[src/rtl/res_serializer.sv]
// Result serializer: captures an upstream result on each rising edge of r_o_in into a FIFO and emits it as two half-words, high half first.
// Latency: a capture into an empty FIFO at edge N presents the high half after edge N+1; two cycles per entry when out_ready stays high.
// Backpressure: out_ready low holds the current half-word stable; a capture into a full FIFO (no pop that cycle) is dropped and sets sticky overflow.
module res_serializer #(
    parameter int DEPTH = 4
) (
    input  logic        clk,
    input  logic        reset,
    input  logic        r_o_in,
    input  logic [1:0]  err_in,
    input  logic [31:0] data_in,
    input  logic        out_ready,
    output logic        out_valid,
    output logic [15:0] out_data,
    output logic        out_half,
    output logic [1:0]  out_err,
    output logic        overflow,
    output logic [4:0]  count
);

    localparam int         AW      = $clog2(DEPTH);
    localparam logic [4:0] DEPTH_C = 5'(DEPTH);

    typedef enum logic [1:0] {IDLE, HI, LO} state_t;

    state_t        state, state_nxt;
    logic [33:0]   mem [DEPTH];
    logic [AW-1:0] wr_ptr, rd_ptr;
    logic          r_o_prev;
    logic          capture, pop, push, drop;
    logic [4:0]    count_nxt;
    logic [33:0]   head;

    // A result is offered once per rising edge of the upstream ready level.
    assign capture   = r_o_in & ~r_o_prev;
    // The head leaves the FIFO only when its low half is accepted.
    assign pop       = (state == LO) & out_ready;
    // A full FIFO still accepts a capture if the head is popped at the same edge.
    assign push      = capture & ((count < DEPTH_C) | pop);
    assign drop      = capture & ~push;
    assign head      = mem[rd_ptr];
    assign count_nxt = count + 5'(push) - 5'(pop);

    // Edge detector, pointers, occupancy and sticky overflow.
    always_ff @(posedge clk) begin
        if (!reset) begin
            r_o_prev <= 1'b0;
            wr_ptr   <= '0;
            rd_ptr   <= '0;
            count    <= '0;
            overflow <= 1'b0;
        end else begin
            r_o_prev <= r_o_in;
            count    <= count_nxt;
            if (push) wr_ptr <= wr_ptr + AW'(1);
            if (pop)  rd_ptr <= rd_ptr + AW'(1);
            if (drop) overflow <= 1'b1;
        end
    end

    // Entry storage; no reset needed since occupancy gates every read.
    always_ff @(posedge clk) begin
        if (reset && push) mem[wr_ptr] <= {err_in, data_in};
    end

    // Output state register.
    always_ff @(posedge clk) begin
        if (!reset) state <= IDLE;
        else        state <= state_nxt;
    end

    // Next state and outputs; outputs depend only on state and stored entries.
    always_comb begin
        state_nxt = state;
        out_valid = 1'b0;
        out_half  = 1'b0;
        out_data  = 16'h0000;
        out_err   = 2'b00;
        case (state)
            IDLE: begin
                if (count != 5'd0) state_nxt = HI;
            end
            HI: begin
                out_valid = 1'b1;
                out_data  = head[31:16];
                out_err   = head[33:32];
                if (out_ready) state_nxt = LO;
            end
            LO: begin
                out_valid = 1'b1;
                out_half  = 1'b1;
                out_data  = head[15:0];
                out_err   = head[33:32];
                if (out_ready) state_nxt = (count_nxt != 5'd0) ? HI : IDLE;
            end
            default: state_nxt = IDLE;
        endcase
    end

endmodule

[config.mk]
export PLATFORM = sky130hd
export DESIGN_NAME = res_serializer
export DESIGN_NICKNAME = d
export VERILOG_FILES = /design/src/rtl/res_serializer.sv
export SDC_FILE = /design/constraint.sdc
export NUM_CORES = 1
export LEC_CHECK = 0
export BUFFER_PORTS_ARGS = -buffer_cell sky130_fd_sc_hd__buf_2
export CORE_ASPECT_RATIO = 1.4
export CORE_MARGIN = 8
export CORE_UTILIZATION = 50
export CTS_BUF_LIST = sky130_fd_sc_hd__clkbuf_8 sky130_fd_sc_hd__clkbuf_16
export CTS_CLUSTER_SIZE = 8
export DETAILED_ROUTE_END_ITERATION = 10
export PLACE_DENSITY = 0.7
export SKIP_LAST_GASP = 1
export SYNTH_ARGS = -nofsm -noshare
export SYNTH_HDL_FRONTEND = slang
export SYNTH_SLANG_ARGS = --single-unit
export TNS_END_PERCENT = 100
[constraint.sdc]
create_clock -name clk -period 3 [get_ports clk]
set_clock_uncertainty 0.1 [all_clocks]
set_input_delay 0.6 -clock clk [delete_from_list [all_inputs] [get_ports clk]]
set_output_delay 0.6 -clock clk [all_outputs]
set_load 0.005 [all_outputs]
==> results of run 1 <==
## power by group
group / total [W] / internal (W) / switching (W)
Clock: 0.00199 / 0.00121 / 0.000781
Sequential: 0.00250 / 0.00244 / 0.0000625
Combinational: 0.00124 / 0.000589 / 0.000647
Total: 0.00573 / 0.00424 / 0.00149
## critical path, stage by stage, from the launching register on
cell and delay, ns:
dfxtp_2 0.34, buf_12 0.26, mux4_2 0.55, a22oi_1 0.24, nor2b_1 0.10, buf_2 0.14
## layout make-up
cell class                      count  area, µm²  area share (%)
Tap cell                          147        184            2.56
Multi-Input combinational cell    134       1550            21.5
Clock inverter                     14        138            1.91
Timing Repair Buffer               75        468            6.51
Clock buffer                       17        425            5.92
Sequential cell                   151       4390            61.0
Inverter                           12       45.0           0.626
## cells by family after synthesis
logic type	after synthesis
DFF	151
and+or+nand+nor	50
muxes	36
buffers and inverters	27
AOI/OAI and AO/OA	25
adders and majority gates	17
xor gates and xnor gates	6
## synthesized netlist by cell type, drive strengths merged
library cell,instances
a21oi,3
nand2,4
nand3,2
edfxtp,136
ha,16
nand4,1
xnor2,3
mux4,34
o21a,1
and2,7
dfxtp,15
mux2i,2
fa,1
nand2b,3
o22ai,1
nor2,10
and3,4
nor2b,19
buf,9
o41ai,1
a22oi,16
a21o,1
a22o,1
clkbuf,6
a221oi,1
xor2,3
inv,12
## final timing paths
| kind | end | slack [ns] |
|---|---|---|
| worst max register to register | state[0] | 0.24 |
| worst max-delay path | out_data[10] | 0.21 |
| worst min-delay path | mem[0][8] | 0.30 |
| worst min register to register | overflow | 0.38 |
## per-layer routing
layer / share of wire [%] / vias to the layer above / track usage [%] / wire, µm
met1: 40 / 1550 / 17.0 / 4420
met4: 1.2 / 0 / 5.57 / 130
met2: 54 / 66 / 25.6 / 5980
met5: 0 / - / 0 / 0
met3: 4.8 / 13 / 4.27 / 526
li1: - / 1396 / - / -
## sequential cells by signal, indices dropped and copies added (netlist names), named ones only
register and flops:
wr_ptr 2, count 5, r_o_prev 1, state 2
mem 136, rd_ptr 2, overflow 1
## timing repair
action,CTS,global route
gates resized for setup,0,3
hold endpoints to repair,0,0
setup endpoints to repair,0,1
## through the flow
stage | utilization [%] | area, µm²
after floorplan | - | 6070
after global placement | 56.0 | 6620
after detailed placement | 56.0 | 6620
after CTS | 60.7 | 7180
after global routing | 60.8 | 7190
final | 60.8 | 7190
==> results.json, run 1 <==
{
  "drive_gt1_share_pct": 35.7,
  "arrival_ns": 2.09,
  "ios": 64,
  "antenna_found_initial": 0,
  "htree_num_levels": 4,
  "dieArea_um2": 16000,
  "final_cells": 550,
  "synth_top_cell_by_area": "edfxtp_1",
  "syn_area_per_cell_um2": 19.4,
  "worst-setup-path-type": "reg2out",
  "ant_nets": 0,
  "final_cell_mix": "edfxtp_1 (136), buf_2 (63), mux4_2 (31)",
  "hold_start": "data_in[8]",
  "cp-end-kind": "output port",
  "outcome": "complete, no violations",
  "crit-reg2reg-launch": "state[0]",
  "dp_hpwl_um": 7050,
  "initial_core_util_pct": 51.3,
  "fin_crit_sh_pct": 93.0,
  "grt_pass1_vias": 3403,
  "p_per_area_nw_per_um2": 797,
  "cts_tree": "yes",
  "grtUsageTotal_pct": 14.9,
  "synth_seq_area_share_pct": 72.3,
  "ir_worst_vdd_mv": 0.419,
  "yosys_warnings": 0,
  "finalSetupViolCount": 0,
  "layout_commonest_cell": "edfxtp_1",
  "reg2regPathDepth": 14,
  "first_iter_violations": 213,
  "clk_latency_ns": 0.41,
  "syn_inst": 312,
  "timing.hold.ws_ns": 0.297,
  "p_leak_nw": 2.50,
  "tns_ns": 0,
  "cts_sinks": 151,
  "place_ws_ns": 0.175,
  "required_ns": 2.30,
  "fp.coreArea_um2": 11800,
  "cts_inserted_buffers": 17,
  "drv_slew": 0,
  "synth_fa_ha_area_share_pct": 3.63,
  "grt_overflow": 0,
  "syn_nets": 367,
  "fmax_mhz": 358,
  "via_per_inst": 5.50,
  "worstPathMaxFanout": 34,
  "fin_nets": 446,
  "antennaDiodeCount": 0,
  "postCtsSetupRepairBufs": 0,
  "grt_max_degree": 35,
  "die-width_um": 109,
  "synth_top_area_share_pct": 67.3,
  "fill_cells": 859,
  "area_delta_synth_final_pct": 18.6,
  "fp.dieH_um": 146,
  "power.total_w": 0.00573,
  "vias": 3025,
  "holdPathStages": 1,
  "tightest_slew_ns": 0.409,
  "period_needed_ns": 2.79,
  "grt_setup_unrepaired": "false",
  "synth_compound_area_share_pct": 3.01,
  "io_buffer_count": 63,
  "ys_ff_latch": 151,
  "std_cell_rows": 47,
  "hold_viol": 0,
  "wl_per_cell_um": 20.1,
  "yosys-top-cells-area": "edfxtp_1 (67%), mux4_2 (12%), dfxtp_1 (5.0%), ha_1 (3.3%), a22oi_1 (2.0%)",
  "ctsHoldBuffers": 0,
  "clock-root-buffer": "clkbuf_16",
  "maxCapViolCount": 0,
  "muxShareOfSynthArea_pct": 13.1,
  "synth-simple-area-share_pct": 4.54,
  "synth_cell_types": 31,
  "routabilityCongestion": 0.782,
  "relSlewSlack_pct": 72.7,
  "synth-xor-area-share_pct": 0.866,
  "grt_pass1_wl_um": 17600,
  "setup_slack_ns": 0.209,
  "dr.pass1.iters": 4,
  "wirelength_um": 11100,
  "clk_pin_slew_ns": 0.06,
  "syn-cell-area_um2": 6070,
  "worst_setup_path_start_kind": "register",
  "drc": 0,
  "clock_path_buffers": 2,
  "synth_top_family_by_area": "multiplexers",
  "hp-class": "in2reg",
  "place_inst": 519
}
No activity file was read; power rests on OpenSTA's default activity.
==> run 2, diff against run 1 <==
==> constraint.sdc (replaced) <==
create_clock -name clk -period 2.82 [get_ports clk]
set_clock_uncertainty 0.1 [all_clocks]
set_input_delay 0.564 -clock clk [delete_from_list [all_inputs] [get_ports clk]]
set_output_delay 0.564 -clock clk [all_outputs]
set_load 0.005 [all_outputs]
==> run 2 against run 1 <==
Against the previous run: setup slack worse by 0.068 ns; sequential share of layout area down 0.44 points; clock power up 7%; non-clock buffer count up 4; count of clock-buffer cells in the layout unchanged; combinational power up 14%; power up 7.9%; sequential power up 6%; via count up 1.7%; hold slack worse by 0.035 ns; critical endpoint is now state[0]; highest routed layer unchanged.
==> results.json, run 2 (same netlist as run 1, synthesis figures left out) <==
{
  "outcome": "complete, no violations",
  "io_buffer_count": 63,
  "arrival_ns": 2.90,
  "clk_pin_slew_ns": 0.06,
  "cts_inserted_buffers": 17,
  "tns_ns": 0,
  "layout_commonest_cell": "edfxtp_1",
  "antenna_found_initial": 1,
  "top_regs": "mem: 136 flops, count: 5 flops",
  "htree_num_levels": 4,
  "fp.coreArea_um2": 11800,
  "worstPathMaxFanout": 5,
  "grt_busiest_layer": "met2",
  "grt_util_met2_pct": 24.8,
  "hold_end": "mem[0][32]",
  "largest_register_ff_count": 136,
  "r2r_setup_slack_ns": 0.14,
  "maxCapViolCount": 0,
  "grt_max_degree": 35,
  "drive_gt1_share_pct": 37.0,
  "holdPathStages": 1,
  "p_per_area_nw_per_um2": 853,
  "clock_path_buffers": 2,
  "fin_nets": 450,
  "hold_viol": 0,
  "period_needed_ns": 2.68,
  "grtUsageTotal_pct": 14.9,
  "finalSetupViolCount": 0,
  "fin_crit_sh_pct": 95.0,
  "place_ws_ns": 0.00714,
  "ir_worst_vdd_mv": 0.717,
  "postCtsSetupRepairBufs": 0,
  "fp.dieH_um": 146,
  "clk_latency_ns": 0.41,
  "via_per_inst": 5.53,
  "worst_setup_path_start_kind": "register",
  "reg2regPathDepth": 14,
  "routabilityCongestion": 0.789,
  "vias": 3077,
  "cts_tree": "yes",
  "hp-class": "in2reg",
  "ctsHoldBuffers": 0,
  "area_delta_synth_final_pct": 19.4,
  "clock-root-buffer": "clkbuf_16",
  "dp_hpwl_um": 7160,
  "drc": 0,
  "grt_pass1_vias": 3299,
  "crit-reg2reg-launch": "state[0]",
  "p_comb_share_pct": 22.7,
  "ant_nets": 0,
  "groute.layer.met3.usage_pct": 4.32,
  "p_leak_nw": 2.54,
  "cts_sinks": 151,
  "initial_core_util_pct": 51.3,
  "setup_slack_ns": 0.141,
  "grtUsageMet1_pct": 17.9,
  "tightest_slew_ns": 0.460,
  "grt_pass1_wl_um": 17800,
  "cp-end-kind": "register",
  "std_cell_rows": 47,
  "regMostFlops": "mem",
  "p_int_w": 0.00454,
  "fmax_mhz": 373,
  "final_cell_mix": "edfxtp_1 (136), buf_2 (63), mux4_2 (31)",
  "die-width_um": 109,
  "p_sw_w": 0.00165,
  "wl_per_cell_um": 20.7,
  "worstReg2RegEnd": "state[0]",
  "wirelength_um": 11500,
  "dieArea_um2": 16000,
  "seqPwrFrac_pct": 43.0,
  "drv_slew": 0,
  "hold_start": "err_in[0]",
  "relSlewSlack_pct": 69.3,
  "worst-setup-path-type": "reg2reg",
  "dr.pass1.iters": 4,
  "switching_share_pct": 26.6,
  "required_ns": 3.04,
  "first_iter_violations": 191,
  "p_clk_share_pct": 34.2,
  "ios": 64,
  "grt_overflow": 0
}
[run 2: cell types whose count changed in the layout (fill, tap and decap cells not counted), sizes merged]
cell      before  now
clkinv         3    8
buf           75   78
clkinvlp       6    3
clkbuf        17   18
inv           15   14
diode          0    1
[run 2: layout make-up]
| cell class | instances | area [µm²] |
|---|---|---|
| Tap cell | 147 | 184 |
| Fill cell | 881 | 4580 |
| Sequential cell | 151 | 4390 |
| Clock buffer | 17 | 425 |
| Clock inverter | 15 | 140 |
| Inverter | 12 | 45.0 |
| Timing Repair Buffer | 79 | 503 |
| Antenna cell | 1 | 2.50 |
| Multi-Input combinational cell | 134 | 1560 |
[run 2: worst max path at each step]
stage	start	end	slack, ns	cells after the start
final	state[0]	state[0]	0.14	14
after global routing	state[0]	state[0]	-0.03	14
after CTS	count[3]	state[0]	0.01	15
after detailed placement	out_ready	state[0]	0.007	13
after global placement	out_ready	state[0]	0.06	13
after floorplan	state[0]	state[0]	0.14	15
[run 2: timing repair]
action / 4_1_cts / 5_1_grt
pin swaps: 0 / 1
resized for setup: 1 / 5
setup endpoints to repair: 1 / 3
gates cloned: 0 / 1
[run 2: metal layers]
layer	vias up	routed length (µm)
met2	89	6150
li1	1401	-
met4	0	167
met3	11	600
met5	-	0
met1	1576	4620
[run 2: power groups by stage]
stage | sequential, W | clock (W) | combinational, W
after global routing | 0.00268 | 0.00224 | 0.00154
final | 0.00266 | 0.00212 | 0.00141
after global placement | 0.00270 | 0 | 0.00131
after CTS | 0.00266 | 0.00215 | 0.00135
after detailed placement | 0.00271 | 0 | 0.00134
after floorplan | 0.00270 | 0 | 0.000876
[run 2: worst max-delay path, cell delays in order, from the launching register on]
cell	delay, ns
dfxtp_1	0.31
inv_1	0.12
ha_2	0.25
a22o_1	0.18
nor2b_2	0.17
nand2_1	0.06
nand2_1	0.06
ha_1	0.16
inv_1	0.06
fa_2	0.35
nand2b_1	0.16
a21oi_2	0.13
xnor2_1	0.16
o41ai_2	0.09
a221oi_2	0.22
[run 2: per-stage QoR]
stage / cells / area [µm²] / hold WS (ns) / utilization, % / power (W)
global placement: 522 / 6630 / 0.348 / 56.1 / 0.00401
detailed placement: 522 / 6630 / 0.374 / 56.1 / 0.00405
CTS: 554 / 7190 / 0.245 / 60.9 / 0.00616
finish: 556 / 7240 / 0.262 / 61.3 / 0.00618
global route: 556 / 7240 / 0.253 / 61.3 / 0.00646
floorplan: 312 / 6070 / 0.364 / - / 0.00358
